### src/rtl/vend_session_ctrl_if.sv
// Handshake bundle between the session sequencer and the price table, dispenser and coin hopper.
// Each channel is a level request held until a one-cycle ack/done from the slave.
interface vend_session_ctrl_if;
  logic        price_req;
  logic [3:0]  price_sel;
  logic        price_ack;
  logic [15:0] price_data;
  logic        vend_req;
  logic [3:0]  vend_sel;
  logic        vend_done;
  logic        pay_req;
  logic [1:0]  pay_coin;
  logic        pay_ack;

  modport master (
    output price_req, price_sel, vend_req, vend_sel, pay_req, pay_coin,
    input  price_ack, price_data, vend_done, pay_ack
  );

  modport slave (
    input  price_req, price_sel, vend_req, vend_sel, pay_req, pay_coin,
    output price_ack, price_data, vend_done, pay_ack
  );
endinterface

### src/rtl/vend_session_ctrl.sv
// Vending session sequencer: coin credit, two-key selection, price lookup, dispense, change payout.
// Define VEND_MULTI_VEND_EN to keep leftover credit after a vend; all outputs registered, requests held until ack.
module vend_session_ctrl #(
  parameter int TIMEOUT_CYCLES = 1000,
  parameter int CREDIT_MAX     = 1000
) (
  input  logic                clk,
  input  logic                reset,
  input  logic                coin_valid,
  input  logic [15:0]         coin_value,
  input  logic [3:0]          key_row,
  input  logic [3:0]          key_col,
  input  logic                cancel,
  vend_session_ctrl_if.master hs,
  output logic [15:0]         credit,
  output logic [15:0]         price_shown,
  output logic                success,
  output logic                error,
  output logic                coin_reject
);

  typedef enum logic [2:0] {IDLE, HAVE_ROW, LOOKUP, CHECK, VEND, PAYOUT} state_t;

  state_t      state_q, state_d;
  logic [1:0]  row_q, row_d;
  logic [15:0] timer_q, timer_d;

  logic [15:0] credit_d, price_shown_d;
  logic [3:0]  price_sel_d, vend_sel_d;
  logic [1:0]  pay_coin_d;
  logic        price_req_d, vend_req_d, pay_req_d;
  logic        success_d, error_d, coin_reject_d;

  logic        in_entry, coin_ok, activity, timeout_hit, timeout_now;
  logic [16:0] coin_sum;
  logic [15:0] credit_acc;

  function automatic logic one_hot(input logic [3:0] v);
    return (v != 4'd0) && ((v & (v - 4'd1)) == 4'd0);
  endfunction

  function automatic logic [1:0] key_idx(input logic [3:0] v);
    if (v[3]) return 2'd3;
    if (v[2]) return 2'd2;
    if (v[1]) return 2'd1;
    return 2'd0;
  endfunction

  function automatic logic [15:0] coin_cents(input logic [1:0] c);
    case (c)
      2'd0:    return 16'd100;
      2'd1:    return 16'd25;
      2'd2:    return 16'd5;
      default: return 16'd0;
    endcase
  endfunction

  assign in_entry    = (state_q == IDLE) || (state_q == HAVE_ROW);
  assign coin_sum    = {1'b0, credit} + {1'b0, coin_value};
  assign coin_ok     = coin_valid && in_entry && (coin_sum <= 17'(CREDIT_MAX));
  assign credit_acc  = coin_ok ? coin_sum[15:0] : credit;
  assign activity    = coin_valid || (key_row != 4'd0) || (key_col != 4'd0) || cancel;
  assign timeout_hit = (timer_q == 16'(TIMEOUT_CYCLES - 1));
  // Any user activity in the timeout cycle wins over the timeout.
  assign timeout_now = timeout_hit && !activity;

  always_ff @(posedge clk or negedge reset) begin
    if (!reset) begin
      state_q <= IDLE;
      row_q   <= 2'd0;
      timer_q <= 16'd0;
    end else begin
      state_q <= state_d;
      row_q   <= row_d;
      timer_q <= timer_d;
    end
  end

  always_comb begin
    state_d = state_q;
    row_d   = row_q;
    case (state_q)
      IDLE: begin
        if (cancel) begin
          if (credit_acc != 16'd0) state_d = PAYOUT;
        end else if (key_row != 4'd0) begin
          if (one_hot(key_row)) begin
            state_d = HAVE_ROW;
            row_d   = key_idx(key_row);
          end
        end else if (timeout_now && credit != 16'd0) begin
          state_d = PAYOUT;
        end
      end
      HAVE_ROW: begin
        if (cancel)                 state_d = (credit_acc != 16'd0) ? PAYOUT : IDLE;
        else if (key_row != 4'd0)   state_d = IDLE;
        else if (key_col != 4'd0)   state_d = one_hot(key_col) ? LOOKUP : IDLE;
        else if (timeout_now)       state_d = (credit != 16'd0) ? PAYOUT : IDLE;
      end
      LOOKUP: begin
        if (hs.price_req && hs.price_ack) state_d = (hs.price_data == 16'd0) ? IDLE : CHECK;
      end
      CHECK: state_d = (credit >= price_shown) ? VEND : IDLE;
      VEND: begin
        if (hs.vend_req && hs.vend_done) begin
`ifdef VEND_MULTI_VEND_EN
          state_d = IDLE;
`else
          state_d = (credit != 16'd0) ? PAYOUT : IDLE;
`endif
        end
      end
      PAYOUT: begin
        if (!hs.pay_req && credit < 16'd5) state_d = IDLE;
      end
      default: state_d = IDLE;
    endcase
    if (state_d != HAVE_ROW) row_d = 2'd0;

    if ((state_d != state_q) || activity || timeout_hit || !in_entry) timer_d = 16'd0;
    else                                                             timer_d = timer_q + 16'd1;
  end

  always_comb begin
    credit_d      = credit_acc;
    price_shown_d = price_shown;
    price_sel_d   = hs.price_sel;
    vend_sel_d    = hs.vend_sel;
    pay_coin_d    = hs.pay_coin;
    price_req_d   = 1'b0;
    vend_req_d    = 1'b0;
    pay_req_d     = 1'b0;
    success_d     = 1'b0;
    error_d       = 1'b0;
    coin_reject_d = coin_valid && !coin_ok;
    case (state_q)
      IDLE: begin
        if (!cancel) error_d = (key_row != 4'd0) ? !one_hot(key_row) : (key_col != 4'd0);
      end
      HAVE_ROW: begin
        if (!cancel) begin
          if (key_row != 4'd0) begin
            error_d = 1'b1;
          end else if (key_col != 4'd0) begin
            if (one_hot(key_col)) price_sel_d = {row_q, key_idx(key_col)};
            else                  error_d     = 1'b1;
          end
        end
      end
      LOOKUP: begin
        // Request rises the cycle after entry and drops with the accepted ack.
        price_req_d = !(hs.price_req && hs.price_ack);
        if (hs.price_req && hs.price_ack) begin
          price_shown_d = hs.price_data;
          error_d       = (hs.price_data == 16'd0);
        end
      end
      CHECK: begin
        if (credit >= price_shown) begin
          credit_d   = credit - price_shown;
          vend_req_d = 1'b1;
          vend_sel_d = hs.price_sel;
        end
      end
      VEND: begin
        vend_req_d = hs.vend_req && !hs.vend_done;
        success_d  = hs.vend_req && hs.vend_done;
      end
      PAYOUT: begin
        if (hs.pay_req) begin
          pay_req_d = !hs.pay_ack;
          if (hs.pay_ack) credit_d = credit - coin_cents(hs.pay_coin);
        end else if (credit < 16'd5) begin
          credit_d = 16'd0;
        end else begin
          pay_req_d  = 1'b1;
          pay_coin_d = (credit >= 16'd100) ? 2'd0 : (credit >= 16'd25) ? 2'd1 : 2'd2;
        end
      end
      default: ;
    endcase
  end

  always_ff @(posedge clk or negedge reset) begin
    if (!reset) begin
      credit       <= 16'd0;
      price_shown  <= 16'd0;
      hs.price_sel <= 4'd0;
      hs.vend_sel  <= 4'd0;
      hs.pay_coin  <= 2'd0;
      hs.price_req <= 1'b0;
      hs.vend_req  <= 1'b0;
      hs.pay_req   <= 1'b0;
      success      <= 1'b0;
      error        <= 1'b0;
      coin_reject  <= 1'b0;
    end else begin
      credit       <= credit_d;
      price_shown  <= price_shown_d;
      hs.price_sel <= price_sel_d;
      hs.vend_sel  <= vend_sel_d;
      hs.pay_coin  <= pay_coin_d;
      hs.price_req <= price_req_d;
      hs.vend_req  <= vend_req_d;
      hs.pay_req   <= pay_req_d;
      success      <= success_d;
      error        <= error_d;
      coin_reject  <= coin_reject_d;
    end
  end

endmodule

### src/flat_wrapper.sv
// flat-port wrapper written by rule: the top's interface ports become plain ports
module vend_session_ctrl_flat 
#(
  parameter int TIMEOUT_CYCLES = 1000,
  parameter int CREDIT_MAX     = 1000
)
  (clk, reset, coin_valid, coin_value, key_row, key_col, cancel, credit, price_shown, success, error, coin_reject, hs_price_req, hs_price_sel, hs_vend_req, hs_vend_sel, hs_pay_req, hs_pay_coin, hs_price_ack, hs_price_data, hs_vend_done, hs_pay_ack);
  vend_session_ctrl_if hs_i ();
  input  logic clk;
  input  logic reset;
  input  logic coin_valid;
  input  logic [15:0] coin_value;
  input  logic [3:0] key_row;
  input  logic [3:0] key_col;
  input  logic cancel;
  output logic [15:0] credit;
  output logic [15:0] price_shown;
  output logic success;
  output logic error;
  output logic coin_reject;
  output wire logic [$bits(hs_i.price_req)-1:0] hs_price_req;
  output wire logic [$bits(hs_i.price_sel)-1:0] hs_price_sel;
  output wire logic [$bits(hs_i.vend_req)-1:0] hs_vend_req;
  output wire logic [$bits(hs_i.vend_sel)-1:0] hs_vend_sel;
  output wire logic [$bits(hs_i.pay_req)-1:0] hs_pay_req;
  output wire logic [$bits(hs_i.pay_coin)-1:0] hs_pay_coin;
  input wire logic [$bits(hs_i.price_ack)-1:0] hs_price_ack;
  input wire logic [$bits(hs_i.price_data)-1:0] hs_price_data;
  input wire logic [$bits(hs_i.vend_done)-1:0] hs_vend_done;
  input wire logic [$bits(hs_i.pay_ack)-1:0] hs_pay_ack;
  assign hs_price_req = hs_i.price_req;
  assign hs_price_sel = hs_i.price_sel;
  assign hs_vend_req = hs_i.vend_req;
  assign hs_vend_sel = hs_i.vend_sel;
  assign hs_pay_req = hs_i.pay_req;
  assign hs_pay_coin = hs_i.pay_coin;
  assign hs_i.price_ack = hs_price_ack;
  assign hs_i.price_data = hs_price_data;
  assign hs_i.vend_done = hs_vend_done;
  assign hs_i.pay_ack = hs_pay_ack;
  vend_session_ctrl #(.TIMEOUT_CYCLES(TIMEOUT_CYCLES), .CREDIT_MAX(CREDIT_MAX)) u_core (.clk(clk), .reset(reset), .coin_valid(coin_valid), .coin_value(coin_value), .key_row(key_row), .key_col(key_col), .cancel(cancel), .hs(hs_i), .credit(credit), .price_shown(price_shown), .success(success), .error(error), .coin_reject(coin_reject));
endmodule
### config.mk
export PLATFORM = sky130hd
export DESIGN_NAME = vend_session_ctrl_flat
export DESIGN_NICKNAME = d
export VERILOG_FILES = /design/src/rtl/vend_session_ctrl_if.sv /design/src/rtl/vend_session_ctrl.sv /design/src/flat_wrapper.sv
export SDC_FILE = /design/constraint.sdc
export NUM_CORES = 1
export LEC_CHECK = 0
export ABC_AREA = 0
export CAP_MARGIN = 20
export CORE_MARGIN = 1.5
export CORE_UTILIZATION = 49
export DETAILED_ROUTE_END_ITERATION = 7
export GPL_TIMING_DRIVEN = 0
export PLACE_DENSITY = 0.78
export SYNTH_ARGS = -nofsm -noshare
export SYNTH_HDL_FRONTEND = slang
export SYNTH_SLANG_ARGS = --single-unit
### constraint.sdc
create_clock -name clk -period 3.2 [get_ports clk]
set_input_delay 0.96 -clock clk [delete_from_list [all_inputs] [get_ports clk]]
set_output_delay 0.96 -clock clk [all_outputs]
set_load 0.1 [all_outputs]
== Word level (Yosys, flattened, before mapping) ==
Cells that the tools add are included.

* Register bits after elaboration: 69
* Bits in latches: 0
* Memory bits (writable): 0
* Bits in read-only memories: 0
* Bits of input ports: 47
* Word-level logic and storage cells: 187
* Memories kept: 0

* Add/subtract/negate cells: 6
* $mul: 0
* Divide/modulo/power cells: 0
* $lt $le $gt $ge: 5
* Eq/ne operators: 11
* Shift operators: 0
* Mux-type cells: 102
* Bitwise operators: 6
* Reductions and logical operators: 43

{| class="wikitable"
|+ Operators by type and width
! cell !! count
|-
| 16-bit two-way mux || 9
|-
| 1-bit two-way mux || 52
|-
| 3-bit two-way mux || 15
|-
| 2-bit two-way mux || 21
|-
| 16-bit one-hot mux with 2 select lines || 1
|-
| 16-bit nonzero test || 2
|-
| 16-bit subtractor || 2
|-
| 7-bit one-hot mux with 3 select lines || 1
|-
| 3-bit one-hot mux with 6 select lines || 1
|-
| 16-bit by 16-bit adder with 17-bit output || 1
|-
| 17-bit by 10-bit less-or-equal comparator with 1-bit output (second input constant) || 1
|-
| 16-bit by 1-bit adder with 16-bit output (second input constant) || 1
|-
| 16-bit by 10-bit equality test with 1-bit output (second input constant) || 1
|-
| 16-bit >= comparator || 1
|-
| 16-bit by 5-bit >= comparator with 1-bit output (second input constant) || 1
|-
| 16-bit by 7-bit >= comparator with 1-bit output (second input constant) || 1
|-
| 16-bit logical NOT || 1
|-
| 16-bit by 3-bit < comparator with 1-bit output (second input constant) || 1
|-
| 1-bit logical AND || 11
|-
| 4-bit bitwise AND || 2
|-
| 1-bit logical NOT || 8
|-
| 4-bit logical NOT || 2
|-
| 4-bit nonzero test || 2
|-
| 4-bit by 1-bit subtractor with 4-bit output (second input constant) || 2
|-
| other kinds (19) || 33
|}

== Logic depth before layout (Yosys ltp) ==
Gate-level depths: netlist (run 1).

* Word-level depth: 27
* Mapped depth: 13
* Mapped depth without buffers: 13

== Worst setup path after synthesis (run 1) ==
OpenSTA, ideal clock, no wires.

* Path kind: reg-to-reg
* Start: register u_core.credit[1]
* End: register u_core.credit[9]
* Setup time: 140 ps
* Arrival: 3740 ps
* Required time: 3060 ps
* Slack: -680 ps
* Stages on the path, launching flop included: 13
* Path buffers: 1
* Path through: dfrtp_1 inv_1 fa_1 nand2b_1 a211oi_2 o311a_1 o21ai_0 a2111oi_4 nand4_2 nor2_4 buf_6 mux2i_1 o221ai_2

* Longest elaborated chain between the ends: 7
* Elaborated cells between the ends (all ways): 13
* Classes of those cells: add/sub: 3; order compare: 3; mux: 6; reduce/logical: 1

{| class="wikitable"
|+ Ends and longest elaborated chain
! item !! RTL line !! RTL
|-
| start: declaration || vend_session_ctrl.sv:15 || <nowiki>output logic [15:0] credit,</nowiki>
|-
| start signal: assignment || vend_session_ctrl.sv:199 || <nowiki>credit <= credit_d;</nowiki>
|-
| 16-bit by 16-bit adder with 17-bit output || vend_session_ctrl.sv:59 || <nowiki>assign coin_sum = {1'b0, credit} + {1'b0, coin_value};</nowiki>
|-
| 17-bit by 10-bit less-or-equal comparator with 1-bit output || vend_session_ctrl.sv:60 || <nowiki>assign coin_ok = coin_valid && in_entry && (coin_sum <= 17'(CREDIT_MAX));</nowiki>
|-
| 1-bit logical AND || vend_session_ctrl.sv:60 ||
|-
| 16-bit two-way mux || vend_session_ctrl.sv:61 || <nowiki>assign credit_acc = coin_ok ? coin_sum[15:0] : credit;</nowiki>
|-
| 16-bit two-way mux, on equally long branches || vend_session_ctrl.sv:174, vend_session_ctrl.sv:173 ||
|-
| 16-bit two-way mux || vend_session_ctrl.sv:171 || <nowiki>if (hs.pay_req) begin</nowiki>
|-
| 16-bit one-hot mux with 2 select lines * || vend_session_ctrl.sv:137 || <nowiki>case (state_q)</nowiki>
|-
| net u_core.credit_d[9] || vend_session_ctrl.sv:28 || <nowiki>logic [15:0] credit_d, price_shown_d;</nowiki>
|}

Mark *: on every way through the listed nets, which the timed path passes. The rest lies on a longest branch.
A chain may end at the register's enable or synchronous reset.

== Worst setup path after layout (run 1) ==
* Start: input port coin_value[4]
* End: register u_core.state_q[2]

* Longest elaborated chain between the ends: 8
* Elaborated cells between the ends (all ways): 10
* Classes of those cells: add/sub: 1; order compare: 1; mux: 6; reduce/logical: 2

{| class="wikitable"
|+ Ends and longest elaborated chain
! item !! RTL line !! RTL
|-
| start: declaration || flat_wrapper.sv:12 || <nowiki>input logic [15:0] coin_value;</nowiki>
|-
| 16-bit by 16-bit adder with 17-bit output * || vend_session_ctrl.sv:59 ||
|-
| 17-bit by 10-bit less-or-equal comparator with 1-bit output || vend_session_ctrl.sv:60 ||
|-
| 1-bit logical AND || vend_session_ctrl.sv:60 ||
|-
| 16-bit two-way mux * || vend_session_ctrl.sv:61 ||
|-
| 16-bit nonzero test * || vend_session_ctrl.sv:85, vend_session_ctrl.sv:96 ||
|-
| 3-bit two-way mux, on equally long branches || vend_session_ctrl.sv:96, vend_session_ctrl.sv:85 ||
|-
| 3-bit two-way mux, on equally long branches || vend_session_ctrl.sv:96, vend_session_ctrl.sv:84 ||
|-
| 3-bit one-hot mux with 6 select lines * || vend_session_ctrl.sv:82 || <nowiki>case (state_q)</nowiki>
|-
| net u_core.state_d[2] || vend_session_ctrl.sv:24 || <nowiki>state_t state_q, state_d;</nowiki>
|-
| end signal: assignment || vend_session_ctrl.sv:73 || <nowiki>state_q <= state_d;</nowiki>
|-
| end: declaration || vend_session_ctrl.sv:24 ||
|}

Marked as above.

==> results of run 1 <==
worst max-delay path, delay by kind of cell:
family	cells	cell delay (ps)
buffers and inverters	2	390
adders and majority gates	1	280
AOI/OAI and AO/OA	4	1060
and+or+nand+nor	5	1070
metal layers:
metal  vias up  global-route usage [%]
met5         -                       0
met4         0                   14.75
met3        83                   4.505
met2       319                   49.51
met1      2830                   35.86
li1       2636                       -
cells in the mapped netlist (13+ instances only):
cell type / n / area (um2)
nand3_1: 15 / 75.07
dfrtp_1: 69 / 1727
mux2i_1: 15 / 150.1
nand2_1: 64 / 240.2
a21oi_1: 32 / 160.2
nor3_1: 18 / 90.09
xor2_1: 17 / 148.9
o21ai_0: 42 / 210.2
nor4_1: 13 / 81.33
a21o_1: 14 / 105.1
inv_1: 40 / 150.1
xnor2_1: 25 / 219.0
ha_1: 42 / 525.5
nor2_1: 59 / 221.5
power breakdown:
group | leakage, nW | total [mW] | switching [mW] | internal (mW)
clock network | 0.148 | 1.03 | 0.385 | 0.645
registers | 0.847 | 1.39 | 0.373 | 1.01
logic | 2.36 | 5.35 | 3.24 | 2.12
total | 3.35 | 7.77 | 4.00 | 3.77
area by class of cell:
cell class                      instances  area, um2
Multi-Input combinational cell        520       4198
Fill cell                             763       3002
Sequential cell                        69       1752
Timing Repair Buffer                  135       1262
Clock buffer                           11      252.7
Tap cell                              140      175.2
Inverter                               40      150.1
Buffer                                 12      85.08
Clock inverter                          5      58.81
worst max path at each step:
stage | from | endpoint | slack (ps) | cells after the start
global route | coin_value[4] | u_core.row_q[1] | -320 | 12
floorplan | coin_value[0] | u_core.credit[9] | -410 | 13
detailed placement | coin_value[0] | u_core.credit[3] | -1290 | 14
finish | coin_value[4] | u_core.state_q[2] | -300 | 12
global placement | reset | u_core.credit[13] | -1380 | 1
CTS | coin_value[0] | u_core.credit[7] | -180 | 14
registers in the layout, indices dropped and copies added (netlist names):
name	cells
u_core.credit	16
u_core.price_shown	16
u_core.timer_q	16
u_core.hs.price_sel	4
u_core.hs.vend_sel	4
u_core.state_q	3
u_core.hs.pay_coin	2
u_core.row_q	2
u_core.coin_reject	1
u_core.error	1
u_core.hs.pay_req	1
u_core.hs.price_req	1
u_core.hs.vend_req	1
u_core.success	1
repair_timing:
| action | in CTS | in global routing |
|---|---|---|
| endpoints found under the setup margin | 26 | 26 |
| setup buffers | 26 | 15 |
| resized for setup | 93 | 40 |
| hold buffers | 0 | 0 |
| pin swaps | 42 | 20 |
cell families (layout without fill, tap and decap cells):
| logic type | Yosys count | after routing |
|---|---|---|
| AND/OR/NAND/NOR | 243 | 243 |
| AO/OA/AOI/OAI | 165 | 165 |
| flip-flops | 69 | 69 |
| buffers and inverters | 54 | 203 |
| adder cells (fa/ha/maj) | 45 | 45 |
| XOR/XNOR | 42 | 42 |
| multiplexers | 25 | 25 |
per-stage QoR:
stage	setup TNS (ps)	area (um2)	total power [mW]
detailed placement	-24320	6726	5.342
CTS	-2483	7635	7.168
floorplan	-6177	5613	4.347
global route	-5429	7934	8.067
finish	-4629	7934	7.771
global placement	-104890	6729	5.219
==> results.json, run 1 <==
{
  "outcome": "complete, but fails checks",
  "violations": "setup timing",
  "leakage_nw": 3.354,
  "std_cell_rows": 38,
  "synth_top_family_by_area": "simple AND/OR/NAND/NOR gates",
  "cts_buffers": 9,
  "fin_cells": 932,
  "crit_type": "in2reg",
  "min_path_cells": 1,
  "crit_arrival_ps": 3780,
  "worst_slew_pin_slew_ps": 998.2,
  "period_share_pct": 109.4,
  "wl_met2_mm": 8.898,
  "critPathMaxStageDelay_ps": 420,
  "antenna_found_initial": 0,
  "ys_types": 74,
  "core_um2": 10940,
  "io_pins": 95,
  "cts.sinks": 69,
  "peakVddDrop_uv": 658.4,
  "drc": 0,
  "dr_wl_met3_mm": 1.350,
  "syn_inst": 643,
  "clk-insertion-delay-late_ps": 340,
  "h-tree-depth": 3,
  "reg2reg_to": "u_core.credit[4]",
  "reg2reg_depth": 15,
  "die_h_um": 109.3,
  "dp.cells": 877,
  "clockBufferDepth": 2,
  "grt_setup_unrepaired": "yes",
  "synth-warning-count": 0,
  "synthAdderAreaFrac_pct": 10.40,
  "path_cells": "dlygate4sd2_1 > ha_4 > nor3_1 > o21bai_1 > nand4b_1 > buf_4 > o2111ai_1 > a21oi_1 > nand2_1 > o41ai_4 > nor3b_4 > or2_1",
  "wire_per_inst_um": 19.60,
  "dp_hpwl_mm": 11.89,
  "drive_gt1_share_pct": 22.98,
  "drt_iter0_markers": 552,
  "hold_end": "u_core.timer_q[0]",
  "grt_pass1_wl_mm": 27.06,
  "syn-num-nets": 734,
  "fin_hold_ws_ps": 458.9,
  "synth.yosys.seq_area_share_pct": 31.19,
  "finalCoreUtilization_pct": 72.55,
  "cp-end-kind": "flip-flop",
  "portBuffers": 94,
  "syn-cell-area_um2": 5537,
  "layout_commonest_cell": "clkdlybuf4s50_1",
  "synthSimpleGateAreaFrac_pct": 22.19,
  "relSlewSlack_pct": 33.25,
  "fin_crit_ps": 3501,
  "critPathSlowestCell": "o41ai_4",
  "die_x_um": 109.3,
  "synth-seq-cells": 69,
  "antenna_cells": 0,
  "top_layer": "met4",
  "finalHoldViolations": 0,
  "final_cell_mix": "78 x clkdlybuf4s50_1, 62 x nand2_1, 56 x nor2_1",
  "ant_nets": 0,
  "hp-class": "reg2reg",
  "layout_setup_ws_ps": -300.9,
  "dominantRegCellSynth": "dfrtp_1",
  "dr.pass1.iters": 5,
  "syn_to_final_growth_pct": 43.30,
  "syn_avg_cell_area_um2": 8.611,
  "fin_skew_ps": 8.035,
  "setup_viol": 21,
  "grt_max_degree": 70,
  "synth_xor_area_share_pct": 6.644,
  "final_max_slew_viol_count": 0,
  "clk_pin_slew_ps": 60,
  "die_area_um2": 11950,
  "crit_required_ps": 3480,
  "reg2reg_slack_ps": -110,
  "wl_mm": 18.27,
  "crit_fanout": 6,
  "wl_met1_mm": 7.214,
  "grt_overflow_total": 0,
  "p_per_area_nw_per_um2": 979.4,
  "muxShareOfSynthArea_pct": 4.746,
  "maxCapViolations": 0,
  "timing.fmax_mhz": 285.6,
  "finalNetCount": 878,
  "place_congestion": 0.9449,
  "avgViaCountPerCell": 6.296,
  "synth-edff-count": 0,
  "cp-start-kind": "input pin",
  "start_util_pct": 50.63,
  "grt_usage_pct": 29.13,
  "root_buffer": "clkbuf_16",
  "synthArstFlopShare_pct": 100.0,
  "hp-start": "u_core.timer_q[0]",
  "cts_tree": "yes",
  "synth_compound_area_share_pct": 20.99,
  "num_vias": 5868,
  "reg2reg_from": "u_core.credit[0]",
  "dp_slack_ps": -1293,
  "grt_pass1_vias": 5673
}
Power figures use the tool's default switching activity.
==> run 2: changes to the inputs <==
ABC_CLOCK_PERIOD_IN_PS = 3200   (was unset)
==> results of run 2 <==
The final DEF is identical to that of run 1; final timing and power are the same.
